$ cat src/rtl/dvp_frame_ctrl.sv
// Frame-level sequencer for the DVP capture path. Gates the capture block's
// pixel strobe per frame (single-shot, continuous, decimation, whole-frame
// drop on back-pressure) and checks per-frame line/pixel counts.
module dvp_frame_ctrl #(
  parameter int unsigned WIDTH  = 1280,
  parameter int unsigned HEIGHT = 720,
  parameter int unsigned SKIP_W = 4,
  parameter int unsigned LAG    = 2
) (
  input  logic              pclk,
  input  logic              rst_n,
  input  logic              vsync,
  input  logic              href,
  input  logic              pix_valid,
  input  logic              start,
  input  logic              stop,
  input  logic              continuous,
  input  logic [SKIP_W-1:0] skip_n,
  input  logic              buf_ready,
  output logic              pix_valid_o,
  output logic              sof,
  output logic              frame_done,
  output logic              frame_err,
  output logic [1:0]        err_code,
  output logic              busy,
  output logic [15:0]       frame_cnt,
  output logic [15:0]       drop_cnt
);

  localparam int unsigned PW = $clog2(WIDTH + 2);
  localparam int unsigned LW = $clog2(HEIGHT + 2);
  localparam logic [PW-1:0] PixExp  = PW'(WIDTH);
  localparam logic [PW-1:0] PixMax  = PW'(WIDTH + 1);
  localparam logic [LW-1:0] LineExp = LW'(HEIGHT);
  localparam logic [LW-1:0] LineMax = LW'(HEIGHT + 1);

  typedef enum logic [1:0] {StIdle, StArmed, StSkip, StCapture} state_e;

  state_e            state_q, state_d;
  logic [SKIP_W-1:0] skip_cnt_q, skip_cnt_d;
  logic [LW-1:0]     line_cnt_q, line_cnt_d;
  logic [PW-1:0]     pix_cnt_q, pix_cnt_d;
  logic              pix_err_q, pix_err_d;
  logic              sof_pend_q, sof_pend_d;
  logic              stop_req_q, stop_req_d;
  logic              frame_done_q, frame_done_d;
  logic [1:0]        err_code_q, err_code_d;
  logic [15:0]       frame_cnt_q, frame_cnt_d;
  logic [15:0]       drop_cnt_q, drop_cnt_d;

  logic              vs_q, hr_q;
  logic              vs_fall, vs_rise, hr_fall;
  logic [LAG-1:0]    le_sr_q, fe_sr_q;
  logic              line_end, frame_end;
  logic [LW-1:0]     line_cnt_n;
  logic              pix_err_n;

  // Edges are flagged in the cycle the new level first appears on the raw input.
  assign vs_fall = vs_q & ~vsync;
  assign vs_rise = ~vs_q & vsync;
  assign hr_fall = hr_q & ~href;

  assign line_end  = le_sr_q[LAG-1];
  assign frame_end = fe_sr_q[LAG-1];

  // Raw sync registers and LAG-deep delay lines aligning edges with the pixel stream.
  always_ff @(posedge pclk or negedge rst_n) begin
    if (!rst_n) begin
      vs_q    <= 1'b0;
      hr_q    <= 1'b0;
      le_sr_q <= '0;
      fe_sr_q <= '0;
    end else begin
      vs_q       <= vsync;
      hr_q       <= href;
      le_sr_q[0] <= hr_fall;
      fe_sr_q[0] <= vs_rise;
      for (int i = 1; i < LAG; i++) begin
        le_sr_q[i] <= le_sr_q[i-1];
        fe_sr_q[i] <= fe_sr_q[i-1];
      end
    end
  end

  // State and bookkeeping registers.
  always_ff @(posedge pclk or negedge rst_n) begin
    if (!rst_n) begin
      state_q      <= StIdle;
      skip_cnt_q   <= '0;
      line_cnt_q   <= '0;
      pix_cnt_q    <= '0;
      pix_err_q    <= 1'b0;
      sof_pend_q   <= 1'b0;
      stop_req_q   <= 1'b0;
      frame_done_q <= 1'b0;
      err_code_q   <= 2'b00;
      frame_cnt_q  <= '0;
      drop_cnt_q   <= '0;
    end else begin
      state_q      <= state_d;
      skip_cnt_q   <= skip_cnt_d;
      line_cnt_q   <= line_cnt_d;
      pix_cnt_q    <= pix_cnt_d;
      pix_err_q    <= pix_err_d;
      sof_pend_q   <= sof_pend_d;
      stop_req_q   <= stop_req_d;
      frame_done_q <= frame_done_d;
      err_code_q   <= err_code_d;
      frame_cnt_q  <= frame_cnt_d;
      drop_cnt_q   <= drop_cnt_d;
    end
  end

  // Next-state logic: frame admission, counting and end-of-frame reporting.
  always_comb begin
    state_d      = state_q;
    skip_cnt_d   = skip_cnt_q;
    line_cnt_d   = line_cnt_q;
    pix_cnt_d    = pix_cnt_q;
    pix_err_d    = pix_err_q;
    sof_pend_d   = sof_pend_q;
    stop_req_d   = stop_req_q | stop;
    frame_done_d = 1'b0;
    err_code_d   = err_code_q;
    frame_cnt_d  = frame_cnt_q;
    drop_cnt_d   = drop_cnt_q;
    line_cnt_n   = line_cnt_q;
    pix_err_n    = pix_err_q;

    case (state_q)
      StIdle: begin
        // A stop seen while idle has nothing to stop; don't let it kill the next arm.
        stop_req_d = 1'b0;
        if (start && !stop) begin
          state_d    = StArmed;
          skip_cnt_d = skip_n;
        end
      end

      StArmed: begin
        if (stop || stop_req_q) begin
          state_d    = StIdle;
          stop_req_d = 1'b0;
        end else if (vs_fall) begin
          if (skip_cnt_q != '0) begin
            skip_cnt_d = skip_cnt_q - 1'b1;
            state_d    = StSkip;
          end else if (buf_ready) begin
            state_d    = StCapture;
            line_cnt_d = '0;
            pix_cnt_d  = '0;
            pix_err_d  = 1'b0;
            sof_pend_d = 1'b1;
          end else begin
            // skip_cnt stays 0 so the very next frame is tried again.
            if (drop_cnt_q != 16'hFFFF) drop_cnt_d = drop_cnt_q + 16'd1;
            state_d = StSkip;
          end
        end
      end

      StSkip: begin
        if (stop || stop_req_q) begin
          state_d    = StIdle;
          stop_req_d = 1'b0;
        end else if (frame_end) begin
          state_d = StArmed;
        end
      end

      StCapture: begin
        if (pix_valid) sof_pend_d = 1'b0;
        if (line_end) begin
          pix_err_n  = pix_err_q | (pix_cnt_q != PixExp);
          line_cnt_n = (line_cnt_q != LineMax) ? line_cnt_q + 1'b1 : line_cnt_q;
          // A pixel coincident with line_end belongs to the next line.
          pix_cnt_d  = {{(PW-1){1'b0}}, pix_valid};
        end else if (pix_valid && pix_cnt_q != PixMax) begin
          pix_cnt_d = pix_cnt_q + 1'b1;
        end
        line_cnt_d = line_cnt_n;
        pix_err_d  = pix_err_n;
        if (frame_end) begin
          frame_done_d = 1'b1;
          err_code_d   = {pix_err_n, line_cnt_n != LineExp};
          frame_cnt_d  = frame_cnt_q + 16'd1;
          if (continuous && !stop_req_d) begin
            state_d    = StArmed;
            skip_cnt_d = skip_n;
          end else begin
            state_d    = StIdle;
            stop_req_d = 1'b0;
          end
        end
      end

      default: begin
        state_d = StIdle;
      end
    endcase
  end

  // Pixel gating is purely combinational so it adds no latency to the data path.
  assign pix_valid_o = pix_valid & (state_q == StCapture);
  assign sof         = pix_valid_o & sof_pend_q;
  assign busy        = state_q != StIdle;
  assign frame_done  = frame_done_q;
  assign frame_err   = frame_done_q & (|err_code_q);
  assign err_code    = err_code_q;
  assign frame_cnt   = frame_cnt_q;
  assign drop_cnt    = drop_cnt_q;

endmodule

$ cat config.mk
export PLATFORM = sky130hd
export DESIGN_NAME = dvp_frame_ctrl
export DESIGN_NICKNAME = d
export VERILOG_FILES = /design/src/rtl/dvp_frame_ctrl.sv
export SDC_FILE = /design/constraint.sdc
export NUM_CORES = 1
export LEC_CHECK = 0
export ABC_AREA = 1
export CORE_ASPECT_RATIO = 0.75
export CORE_MARGIN = 1
export CORE_UTILIZATION = 57
export CTS_BUF_LIST = sky130_fd_sc_hd__clkbuf_4
export DETAILED_ROUTE_END_ITERATION = 8
export HOLD_SLACK_MARGIN = 0.03
export PLACE_DENSITY = 0.82
export RECOVER_POWER = 100
export SKIP_LAST_GASP = 1
export SLEW_MARGIN = 25
export SYNTH_ARGS = -nofsm -noshare
export SYNTH_HDL_FRONTEND = slang
export SYNTH_SLANG_ARGS = --single-unit
$ cat constraint.sdc
create_clock -name pclk -period 2.1 [get_ports pclk]
set_input_delay 0.42 -clock pclk [delete_from_list [all_inputs] [get_ports pclk]]
set_output_delay 0.42 -clock pclk [all_outputs]
set_load 0.01 [all_outputs]
After elaboration in Yosys (flattened, before gate mapping). Cells that the tools add are included.

Bits in registers: 71. Input bits: 13. Output and inout port bits: 39. Logic and storage cells: 124.

$add $sub $neg: 5. Equal/unequal tests: 20. Muxes and demuxes: 50. Bitwise operators: 14. Reductions and logical operators: 20.

Operators with widths (number): $mux 10 (7); $mux 11 (6); $add 16x1->16 const B (2); $mux 4 (6); $ne 11x11->1 const B (2); $pmux 11 s2 (1); $ne 10x10->1 const B (2); $pmux 10 s2 (1); $mux 1 (18); $ne 2x2->1 const B (9); $reduce_and 6->1 (3); $ne 16x16->1 const B (1); $mux 2 (6); $pmux 4 s3 (1); $add 11x1->11 const B (1); $add 10x1->10 const B (1); $ne 3x3->1 const B (3); $pmux 2 s4 (1); $reduce_and 7->1 (1); $and 1x1->1 (6); $not 1->1 (6); $reduce_and 5->1 (1); $eq 2x2->1 const B (2); $pmux 1 s2 (2); other kinds (14) (20).

Logic depth before layout (Yosys ltp). Gate-level depths: netlist of the first run.

Word-level depth: 6. Mapped depth: 11. Gate-level depth less buffers: 11.

Worst setup path before layout of the first run. Ideal clock, no wire load.

Path type: register to register. Start point: reg skip_cnt_q[0]. End point: reg pix_cnt_q[9]. Library setup time: 121 ps. Arrival time: 1497 ps. Data required time: 1979 ps. Slack: 482 ps. Cell stages (with the launch flop): 11. Buffers on the path: 1. Period minus slack after synthesis: 1618 ps. Path through: dfrtp_1 > inv_1 > ha_1 > nand4_1 > nor3_1 > nor2_1 > inv_2 > nand2_1 > buf_2 > nand2_1 > o21ai_1.

Cells in the longest elaborated chain, start to end: 3.

RTL lines: start: declaration (RTL line 40) `logic [SKIP_W-1:0] skip_cnt_q, skip_cnt_d;`; start signal: assignment (RTL line 101) `skip_cnt_q <= skip_cnt_d;`; $reduce_bool 4->1 (RTL line 145) `if (skip_cnt_q != '0) begin`; $ne 2x2->1 (no source line); $reduce_and 6->1 (no source line); end signal: assignment (RTL line 103) `pix_cnt_q <= pix_cnt_d;`; end: declaration (RTL line 42) `logic [PW-1:0] pix_cnt_q, pix_cnt_d;`.

Every way passes these cells. A chain may end at the register's enable or synchronous reset.

Final worst setup path of the first run.
Start point: in pix_valid. End point: out sof.

Cells in the longest elaborated chain, start to end: 2.

RTL lines: start: declaration (RTL line 14) `input logic pix_valid,`; $and 1x1->1 (RTL line 204) `assign pix_valid_o = pix_valid & (state_q == StCapture);`; $and 1x1->1 (RTL line 205) `assign sof = pix_valid_o & sof_pend_q;`; end: declaration (RTL line 21) `output logic sof,`.

Every way passes these cells.

==> flow_summary.ini, run 1 <==
[grt]
gr-usage-met3_pct = 8.18
gr-usage-met1_pct = 33.5
grtUsageTotal_pct = 26.7
grt_pass1_wl_mm = 15.0
antenna_found_initial = 1
use_met2_pct = 44.4
busiest_layer = met2
grt_max_degree = 72
grt_pass1_vias = 3350
grt_overflow = 0

[yosys]
async_reset_ff_share_pct = 100
synthMostInstantiatedCell = nand2_1
synth_seq_cells = 71
synth.area.top_cells = dfrtp_1 (45%), nand2_1 (9.4%), inv_1 (5.9%)
synth_area_per_cell_um2 = 8.28
yosysSeqAreaShare_pct = 45.4
syn-cell-area_um2 = 3920
ys_top_cells_by_count = nand2_1 (98), dfrtp_1 (71), inv_1 (62)
ys_warn_count = 0
syn_nets = 495
syn_inst = 473
synth_top_cell_area_share_pct = 45.4
yosysTopAreaCell = dfrtp_1
ys_types = 38
synth-edff-count = 0
synth_flop_cell = dfrtp_1

[timing]
fmax_mhz = 506
period_share_pct = 94.2
relSlewSlack_pct = 37.8
tightest_slew_ns = 0.933
final.setup_skew_ns = 0.0109
setup_violations = 0
slew_violations = 0
rsz0062_at_grt = false
period_minus_slack_ns = 1.98
hold_violations = 0
tns_ns = 0

[place]
portBuffers = 51
gp_congestion = 0.888
hpwlAfterDp_mm = 6.38
place_area_um2 = 4630
dp_cells = 615

[worst_setup_path]
cp_max_fo = 2
arrival_ns = 1.56
cp-start-kind = input port
crit_path_end_kind = output pin
critical_path_class = in -> out
r2r_slack_ns = 0.22
worstPathRequired_ns = 1.68

[clock_tree]
cts_root_buffer = clkbuf_4
cts_buffers = 9
worstSkewPairLatency_ns = 0.41
numClockSinks = 71
htree_levels = 3
cts_tree = yes
cts_buffer_depth = 2
clk_pin_slew_ns = 0.11

[outcome]
status = complete, but fails checks
violations = design-rule violations

[final_layout]
fin_area_um2 = 4680
drive_above_1_share_pct = 8.14
stdcell_count = 635
area_growth_pct = 19.5
fin_util_pct = 72.2
final_nets = 570

[routing]
ant_nets = 0
vias = 3418
dr.pass1.iters = 6
drc = 4
avgRoutedWirePerCell_um = 13.7
wirelength_mm = 8.67
via_per_inst = 5.38
drt-initial-drc-count = 223

[die]
pin_count = 52
die_h_um = 73.8
initial_utilization_pct = 60.5
rows = 25
die_w_um = 97.7
dieArea_um2 = 7210
coreArea_um2 = 6470

[pwr]
powerDensity_nw_per_um2 = 878
p_comb_share_pct = 36.7
p_leak_nw = 2.30
p_switching_w = 0.00165
ir_worst_vdd_v = 0.000478
power_frac_seq_pct = 45.0
pwr-share-clk_pct = 18.2
switching_share_pct = 40.2
finalPower_w = 0.00411
p_int_w = 0.00245

[worst_hold_path]
hp-class = reg -> reg

[flow_run]
cap_viol_max_count = 0
layer usage:
| layer | vias to the layer above | part of all wire (%) |
|---|---|---|
| li1 | 1676 | - |
| met1 | 1628 | 45 |
| met2 | 104 | 47 |
| met3 | 10 | 6.8 |
| met4 | 0 | 1.1 |
| met5 | - | 0 |
per-stage QoR:
step | setup slack, ns | hold WS, ns
final | 0.122 | 0.362
after global routing | 0.0535 | 0.377
after CTS | -0.0368 | 0.362
after detailed placement | -0.144 | 0.336
after global placement | -0.0763 | 0.333
after floorplan | 0.482 | 0.124
timing repair:
action,4_1_cts,5_1_grt
hold buffers,1,0
buffers inserted,2,0
gates resized for setup,3,1
hold endpoints to repair,41,0
endpoints found under the setup margin,2,1
critical path: stages:
cell,delay [ns]
clkdlybuf4s50_1,0.50
inv_1,0.06
nor2_1,0.16
inv_1,0.07
nor2_1,0.08
dlygate4sd2_1,0.27
cell type report:
cell class	instances	area [µm²]
fillers	503	1800
multi-input cells	330	1790
flip-flops and latches	71	1780
repair buffers	70	641
inverters	66	250
well taps	81	101
clock buffers	10	75.1
clock inverters	6	37.5
diodes	1	2.50
placed cells by master, fill, tap and decap left out, drive strengths merged:
cell type,count
dfrtp,71
a21oi,12
xor2,24
nor3,14
dlygate4sd2,2
o21bai,1
o21a,1
clkinvlp,2
nor3b,1
o31ai,2
dlymetal6s4s,1
nand2,103
a211oi,1
dlygate4sd3,38
nor4,7
clkdlybuf4s50,10
diode,1
nand4,15
ha,9
clkinv,5
buf,15
o21ai,28
nor2,55
o2111ai,1
or2,4
clkbuf,14
o22ai,4
xnor2,15
inv,65
nand3,33
registers in the layout, indices dropped and copies added, names as in the netlist, 2 cells and up:
register    flops
line_cnt_q     10
fe_sr_q         2
err_code        2
frame_cnt      16
drop_cnt       16
state_q         2
pix_cnt_q      11
skip_cnt_q      4
le_sr_q         2
power groups by stage:
stage / clock (W) / combinational, W / sequential (W)
after floorplan: 0 / 0.000969 / 0.00185
after global placement: 0 / 0.00146 / 0.00187
after detailed placement: 0 / 0.00153 / 0.00188
after CTS: 0.000765 / 0.00157 / 0.00185
after global routing: 0.000816 / 0.00172 / 0.00189
final: 0.000749 / 0.00151 / 0.00185
cells by family (layout without fill, tap and decap cells):
kind of cell             count (synthesis)  in the layout  share of synthesized area, %
AO/OA/AOI/OAI                           50             50                          6.94
XOR/XNOR                                39             39                          8.72
adder cells (fa/ha/maj)                  9              9                          2.88
buffers and inverters                   72            152                          7.06
flip-flops                              71             71                          45.4
other                                    0              1                             0
AND/OR/NAND/NOR                        232            232                          29.0
worst paths after layout:
check | start | endpoint | cells past startpoint
max | pix_valid | sof | 6
min | fe_sr_q[0]$_DFF_PN0_ | fe_sr_q[1]$_DFF_PN0_ | 0
max reg2reg | state_q[1]$_DFFE_PN0P_ | drop_cnt[7]$_DFFE_PN0P_ | 8
min reg2reg | fe_sr_q[0]$_DFF_PN0_ | fe_sr_q[1]$_DFF_PN0_ | 0
max in group asynchronous | rst_n | frame_cnt[1]$_DFFE_PN0P_ | 3
min in group asynchronous | rst_n | skip_cnt_q[3]$_DFFE_PN0P_ | 3
Note: power is estimated with default switching activity, not from simulation.
==> run 2, diff against run 1 <==
Settings changed: HOLD_SLACK_MARGIN 0.03 to unset, PLACE_DENSITY 0.82 to unset, PLACE_DENSITY_LB_ADDON set to 0.3.
==> run 2 against run 1 <==
Net effect:
- the run ends with design-rule violations, max-capacitance violations, max-slew violations left
- power rose by 5.3%
- final area increased by 0.21%
- sequential cell count is the same
- largest cell class unchanged
- via count down 0.82%
- worst setup slack better by 0.024 ns
- critical endpoint is now drop_cnt[8]$_DFFE_PN0P_
- largest power group unchanged
- clock skew up 0.00054 ns
- die area is the same
==> flow_summary.ini, run 2 (synthesis gave the netlist of run 1 again) <==
[outcome]
status = complete, but fails checks
violations = design-rule violations, max-capacitance violations, max-slew violations

[die]
coreArea_um2 = 6470
rows = 25
dieArea_um2 = 7210
die_w_um = 97.7
initial_utilization_pct = 60.5
die_h_um = 73.8
pin_count = 52

[grt]
grt_pass1_wl_mm = 14.6
grt_overflow = 0
grt_pass1_vias = 3297
grt_max_degree = 72
grtUsageTotal_pct = 26.1
antenna_found_initial = 0

[timing]
final.setup_skew_ns = 0.0115
period_share_pct = 93.0
hold_violations = 0
relSlewSlack_pct = -14.5
slew_violations = 72
tightest_slew_ns = 1.72
fmax_mhz = 512
period_minus_slack_ns = 1.95
rsz0062_at_grt = false
setup_violations = 0

[worst_setup_path]
reg2reg_from = state_q[1]$_DFFE_PN0P_
cp_slowest_cell = dfrtp_1
reg2reg_depth = 9
cp-start-kind = register
cp_slowest_stage_delay_ns = 0.42
crit_path_end_kind = register
path_buf_inv = 2
crit_family = simple AND/OR/NAND/NOR gates
r2r_end = drop_cnt[8]$_DFFE_PN0P_
cp_max_fo = 7
arrival_ns = 2.27
r2r_slack_ns = 0.15
critical_path_class = reg -> reg
cp_cell_sequence = buf_4, nor2_2, nand4_1, nor3_4, nand2_4, inv_1, nand2_1, nor3_2, nor2_1
worstPathRequired_ns = 2.42

[routing]
drt-initial-drc-count = 240
avgRoutedWirePerCell_um = 13.7
vias = 3390
via_per_inst = 5.38
ant_nets = 0
dr.pass1.iters = 6
drc = 2
wirelength_mm = 8.64

[final_layout]
fin_util_pct = 72.4
fillCellCount = 503
final_nets = 567
drive_above_1_share_pct = 7.83
layout_commonest_cell = nand2_1
antennaDiodeCount = 0
area_growth_pct = 19.7
layout_common_cells = nand2_1 (101), dfrtp_1 (71), inv_1 (64), nor2_1 (52), dlygate4sd3_1 (37)

[worst_hold_path]
worstHoldEndpoint = fe_sr_q[1]$_DFF_PN0_
hold_depth = 0
hp-class = reg -> reg
worstHoldStart = fe_sr_q[0]$_DFF_PN0_

[place]
hpwlAfterDp_mm = 6.25
portBuffers = 51
gp_congestion = 0.887

[clock_tree]
cts_buffer_depth = 2
cts_tree = yes
cts_root_buffer = clkbuf_4
worstSkewPairLatency_ns = 0.41
clk_pin_slew_ns = 0.11
htree_levels = 3
cts_buffers = 9
cts_hold_buf = 0
numClockSinks = 71

[pwr]
powerDensity_nw_per_um2 = 922
finalPower_w = 0.00432
p_leak_nw = 2.31
ir_worst_vdd_v = 0.000481

[flow_run]
cap_viol_max_count = 1
==> run 2: cell count changes in the layout (fill, tap and decap cells not counted), sizes merged, moves of 2 or more <==
cell / change
buf: -4
bufinv: +2
clkbuf: +2
clkinvlp: -2
==> run 2: where the power goes <==
group / leakage [nW] / switching, W / total, W / internal, W
clock network: 0.0837 / 0.000470 / 0.000953 / 0.000483
registers: 0.923 / 0.000230 / 0.00184 / 0.00161
logic: 1.30 / 0.000939 / 0.00153 / 0.000590
==> run 2: final cells by class <==
cell class / instances / area, µm² / share of cell area (%)
repair buffers: 67 / 611 / 13.0
clock buffers: 10 / 75.1 / 1.60
clock inverters: 5 / 73.8 / 1.58
inverters: 66 / 248 / 5.29
multi-input cells: 330 / 1800 / 38.4
well taps: 81 / 101 / 2.16
flip-flops and latches: 71 / 1780 / 37.9
==> run 2: per-stage QoR <==
step	worst slack (ns)	instances	hold slack [ns]	setup TNS [ns]	instance area (µm²)
finish	0.146	630	0.363	0	4690
global route	0.0469	630	0.360	0	4690
CTS	-0.0761	630	0.0000681	-0.0761	4790
detailed placement	-0.119	613	0.342	-0.176	4630
global placement	-0.0746	613	0.332	-0.122	4630
floorplan	0.482	473	0.124	0	3920
==> run 2: layer usage <==
layer | vias to the layer above | routed length, µm | global-route usage [%]
met1 | 1619 | 4050 | 33.6
met3 | 7 | 534 | 7.80
met4 | 0 | 54 | 10.1
li1 | 1664 | - | -
met2 | 100 | 4000 | 42.2
met5 | - | 0 | 0
==> run 2: worst max-delay path by stage <==
stage                                         start                  endpoint  slack [ns]  cells after the start
final                        state_q[1]$_DFFE_PN0P_   drop_cnt[8]$_DFFE_PN0P_        0.15                      9
after global placement                    pix_valid                       sof       -0.07                      6
after detailed placement                  pix_valid                       sof       -0.12                      6
after CTS                    state_q[1]$_DFFE_PN0P_                      busy       -0.08                      4
after floorplan           skip_cnt_q[0]$_DFFE_PN0P_  pix_cnt_q[9]$_DFFE_PN0P_        0.48                     10
after global routing         state_q[0]$_DFFE_PN0P_   drop_cnt[8]$_DFFE_PN0P_        0.05                     10
==> run 2: timing repair <==
item,4_1_cts,5_1_grt
buffers inserted,2,0
endpoints found under the setup margin,2,3
gates resized for setup,2,3
cloned,0,0
==> patch 1, RTL diff (settings of run 2) <==
`WIDTH`: 1280 -> 320.
--- a/src/rtl/dvp_frame_ctrl.sv
+++ b/src/rtl/dvp_frame_ctrl.sv
@@ -3,5 +3,5 @@
 // drop on back-pressure) and checks per-frame line/pixel counts.
 module dvp_frame_ctrl #(
-  parameter int unsigned WIDTH  = 1280,
+  parameter int unsigned WIDTH  = 320,
   parameter int unsigned HEIGHT = 720,
   parameter int unsigned SKIP_W = 4,
Check against the original RTL: same outputs for any inputs over 4 cycles, from zero or initial values and one cycle with rst_n low; that may be too few to reach the edited logic, so the function may still have changed.
==> patch 1 against run 2 <==
- clock power decreased by 21%
- non-clock buffer count increased by 6
- synthesized area is 4.9% lower
- worst hold slack got worse by 0.87 ps
- clock skew shrank 2.6 ps
- routed wire length down 5.7%
- final area is 2.8% lower
- sequential cell count down 2
- core utilization shrank 0.29 points
- total power down 1.8%
- setup slack worse by 34 ps
- critical path type is now reg -> out
- largest cell class is now sequential cells
- largest power group unchanged
- highest routed layer unchanged
==> patch 1: results (changes against run 2) <==
Highest Signal Layer - met4
Gp weighted congestion - 0.894 (+0.76%)
Vias in the first global route - 3014 (-8.6%)
Wire length of the first global-routing pass - 13700 um (-6.0%)
Leakage Power - 2.35 nW (+1.7%)
Post-synth net total - 475 (-4.0%)
Synth cell count leaders - 110 x sky130_fd_sc_hd__nand2_1, 69 x sky130_fd_sc_hd__dfrtp_1, 60 x sky130_fd_sc_hd__inv_1
Post-Synth XOR/XNOR Area - 7.97% (-0.76 points)
Ratio of cells with drive above 1 in the final layout - 9.70% (+1.9 points)
Tightest Pin Transition - 1290 ps (-424 ps)
CP top delay family - buffers and inverters
Detailed-routing wirelength on met1 - 3820 um (-5.7%)
Worst-case clock skew - 8.85 ps (-2.60 ps)
Critical path launch point - drop_cnt[6]
Met2 WL post-DR - 3820 um (-4.6%)
Number of nets at the end of the flow - 553 (-2.5%)
Met1 Use GR - 36.4% (+2.7 points)
Number of hold buffers added after cts - 1 (+1)
Gr ovfl total - 0 (unchanged)
Via Count - 3202 (-5.5%)
Highest cell delay on the worst timing path - 650 ps (+230 ps)
Area after DPL - 0.00446 mm2 (-3.6%)
Slowest cell on the critical path - sky130_fd_sc_hd__dlygate4sd3_1
Arr. time, crit path - 1570 ps (-700 ps)
Final WL - 8150 um (-5.7%)
Met2 usage - 41.1% (-1.0 points)
Global-route total usage across every layer - 26.3% (+0.21 points)
Worst flop-to-flop path startpoint - skip_cnt_q[0]
Number of violations reported at the end of detailed-routing iteration 0 - 113 (-53%)
Met3 Routed Length - 428 um (-20%)
Hold Path Origin - le_sr_q[0]
Instance count after placement with tap cells included - 598 (-2.4%)
Arithmetic-cell share of the synthesized area counting full adders, half adders and majority gates - 3.03% (+0.15 points)
Met3 track utilization from global routing - 6.50% (-1.3 points)
Part of the Yosys area used for sequential elements - 46.4% (+1.0 points)
Pin count of the biggest net entering global routing - 27 (-63%)
Gates resized, CTS repair - 5 (+3)
Compound-gate portion of the synthesized area - 6.29% (-0.65 points)
Router iterations before antenna repair - 4 (-2)
Syn avg cell area - 8.22 um2 (-0.72%)
Filler Cells Inserted - 496 (-1.4%)
Maximum fanout encountered on the critical timing path - 6 (-1)
Routed WL per cell - 13.2 um (-3.7%)
Number of distinct standard cells referenced by the synthesized netlist - 34 (-11%)
Outcome - complete, no violations
-- patch 1: cell types whose count changed after synthesis, moves of 3 or more --
cell,change
sky130_fd_sc_hd__a21oi_1,-7
sky130_fd_sc_hd__o22ai_1,+3
sky130_fd_sc_hd__xnor2_1,-6
sky130_fd_sc_hd__inv_2,-3
sky130_fd_sc_hd__nand2_1,+12
sky130_fd_sc_hd__nand3_2,-3
sky130_fd_sc_hd__o21ai_0,+5
sky130_fd_sc_hd__nor2_1,-4
sky130_fd_sc_hd__o21ai_1,-6
sky130_fd_sc_hd__o211ai_1,+3
sky130_fd_sc_hd__nor4_1,-6
-- patch 1: final cells by class --
| type | count | area (um2) | area share [%] |
|---|---|---|---|
| repair buffers | 73 | 659 | 14.5 |
| well taps | 81 | 101 | 2.22 |
| clock buffers | 9 | 67.6 | 1.48 |
| multi-input cells | 316 | 1710 | 37.6 |
| flip-flops and latches | 69 | 1730 | 38.0 |
| clock inverters | 7 | 50.0 | 1.10 |
| inverters | 62 | 234 | 5.14 |
-- patch 1: power by group --
part           switching [W]  leakage, nW  internal [W]
Clock               0.000510       0.0604      0.000246
Combinational       0.000984         1.38      0.000648
Sequential          0.000259        0.906       0.00160
-- patch 1: path summary, 6_finish.rpt --
check                                end  slack, ps  cells after the start
setup / recovery             drop_cnt[6]        110                      1
hold / removal                le_sr_q[1]        360                      0
setup reg to reg             drop_cnt[4]        170                     10
hold reg to reg               le_sr_q[1]        360                      0
max in group asynchronous   frame_cnt[9]        330                      3
min in group asynchronous  line_cnt_q[0]        790                      2
-- patch 1: per-stage QoR --
| stage | TNS [ps] | setup WS, ps |
|---|---|---|
| after floorplan | 0 | 465 |
| after global placement | -4.78 | -4.78 |
| after detailed placement | -279 | -66.0 |
| after CTS | 0 | 87.7 |
| after global routing | 0 | 9.39 |
| final | 0 | 112 |
==> patch 2, RTL diff (config.mk and constraints of run 2) <==
Without the edit above. Encoding of `state_e`: now Gray code (2 bits for 4 states).
--- a/src/rtl/dvp_frame_ctrl.sv
+++ b/src/rtl/dvp_frame_ctrl.sv
@@ -35,5 +35,5 @@
   localparam logic [LW-1:0] LineMax = LW'(HEIGHT + 1);
 
-  typedef enum logic [1:0] {StIdle, StArmed, StSkip, StCapture} state_e;
+  typedef enum logic [1:0] {StIdle = 2'b00, StArmed = 2'b01, StSkip = 2'b11, StCapture = 2'b10} state_e;
 
   state_e            state_q, state_d;
Formal check against the unedited RTL: same outputs for any inputs over 4 cycles, from zero or initial values and one cycle with rst_n low; so few cycles prove little.
==> patch 2 against run 2 <==
- the run still ends with design-rule violations, max-capacitance violations, max-slew violations left
- sequential cell count stayed put
- synthesized area is 1.4% higher
- routed wire length is 3.3% higher
- setup slack lost 31 ps
- total power grew 3.8%
- fmax fell by 1.5%
- final area rose by 1.5%
- cell count up 5.6%
- count of clock-buffer cells in the layout grew 1
- largest power group unchanged
==> patch 2: results (changes against run 2) <==
Outcome - complete, but fails checks
Failing checks - design-rule violations, max-capacitance violations, max-slew violations
Remaining routing DRC violations - 1 (-1)
Hold Path Origin - le_sr_q[0]
Slowest cell on the critical path - sky130_fd_sc_hd__dfrtp_2
Vias in the first global route - 3387 (+2.7%)
Count of maximum capacitance violations - 1 (unchanged)
Router iterations before antenna repair - 9 (+3)
Post-Synth XOR/XNOR Area - 6.84% (-1.9 points)
Arithmetic-cell share of the synthesized area counting full adders, half adders and majority gates - 2.84% (-0.041 points)
Highest cell delay on the worst timing path - 480 ps (+60 ps)
Peak ir drop on the vdd network - 609 uV (+27%)
Synth cell count leaders - 131 x sky130_fd_sc_hd__nand2_1, 74 x sky130_fd_sc_hd__inv_1, 71 x sky130_fd_sc_hd__dfrtp_1
Post-Route Hold Slack - 353 ps (-10.5 ps)
Top area cells in the synthesized netlist - sky130_fd_sc_hd__dfrtp_1 45%, sky130_fd_sc_hd__nand2_1 12%, sky130_fd_sc_hd__inv_1 7.0%
Wire length of the first global-routing pass - 15200 um (+4.0%)
Part of the Yosys area used for sequential elements - 44.7% (-0.64 points)
Instance count after placement with tap cells included - 647 (+5.5%)
Non-Clock Buffer Count - 66 (-1.5%)
Global-route total usage across every layer - 26.8% (+0.68 points)
Worst-case clock skew - 12.1 ps (+0.603 ps)
Leakage Power - 2.42 nW (+5.0%)
Met1 Use GR - 35.2% (+1.6 points)
Number of nets at the end of the flow - 601 (+6.0%)
Syn avg cell area - 7.82 um2 (-5.6%)
Critical path launch point - state_q[0]
Layout multi-input combinational cell count - 354 (+7.3%)
Non-clock inverter total of the final layout - 77 (+17%)
Signal buffers share of area - 12.7% (-0.35 points)
Slew Viols, Final - 72 (unchanged)
Reg-to-reg slack, setup - 240 ps (+90 ps)
Compound-gate portion of the synthesized area - 7.31% (+0.37 points)
Maximum fanout encountered on the critical timing path - 4 (-3)
Detailed-routing wirelength on met1 - 4060 um (+0.27%)
Final WL - 8930 um (+3.3%)
Number of violations reported at the end of detailed-routing iteration 0 - 280 (+17%)
Tightest Pin Transition - 1700 ps (-22.3 ps)
Post-synth net total - 530 (+7.1%)
Met2 WL post-DR - 4150 um (+3.7%)
Clk Latency, worst-skew pair - 430 ps (+20 ps)
==> patch 2: metrics by stage <==
step / area [um2] / setup TNS, ps / power (W) / worst slack (ps) / utilization [%]
2_1_floorplan: 3970 / 0 / 0.00303 / 436 / -
3_5_place_dp: 4660 / -219 / 0.00363 / -83.3 / 71.6
3_3_place_gp: 4660 / 0 / 0.00353 / 0.669 / 71.6
6_report: 4760 / 0 / 0.00449 / 115 / 73.1
5_1_grt: 4760 / 0 / 0.00484 / 11.9 / 73.1
4_1_cts: 4820 / 0 / 0.00452 / 69.5 / 74.1
==> patch 2: power by group through the flow <==
stage | clock [W] | sequential [W] | combinational, W
floorplan | 0 | 0.00196 | 0.00107
global placement | 0 | 0.00199 | 0.00154
detailed placement | 0 | 0.00201 | 0.00161
CTS | 0.000862 | 0.00199 | 0.00167
global route | 0.000926 | 0.00204 | 0.00187
finish | 0.000851 | 0.00200 | 0.00163
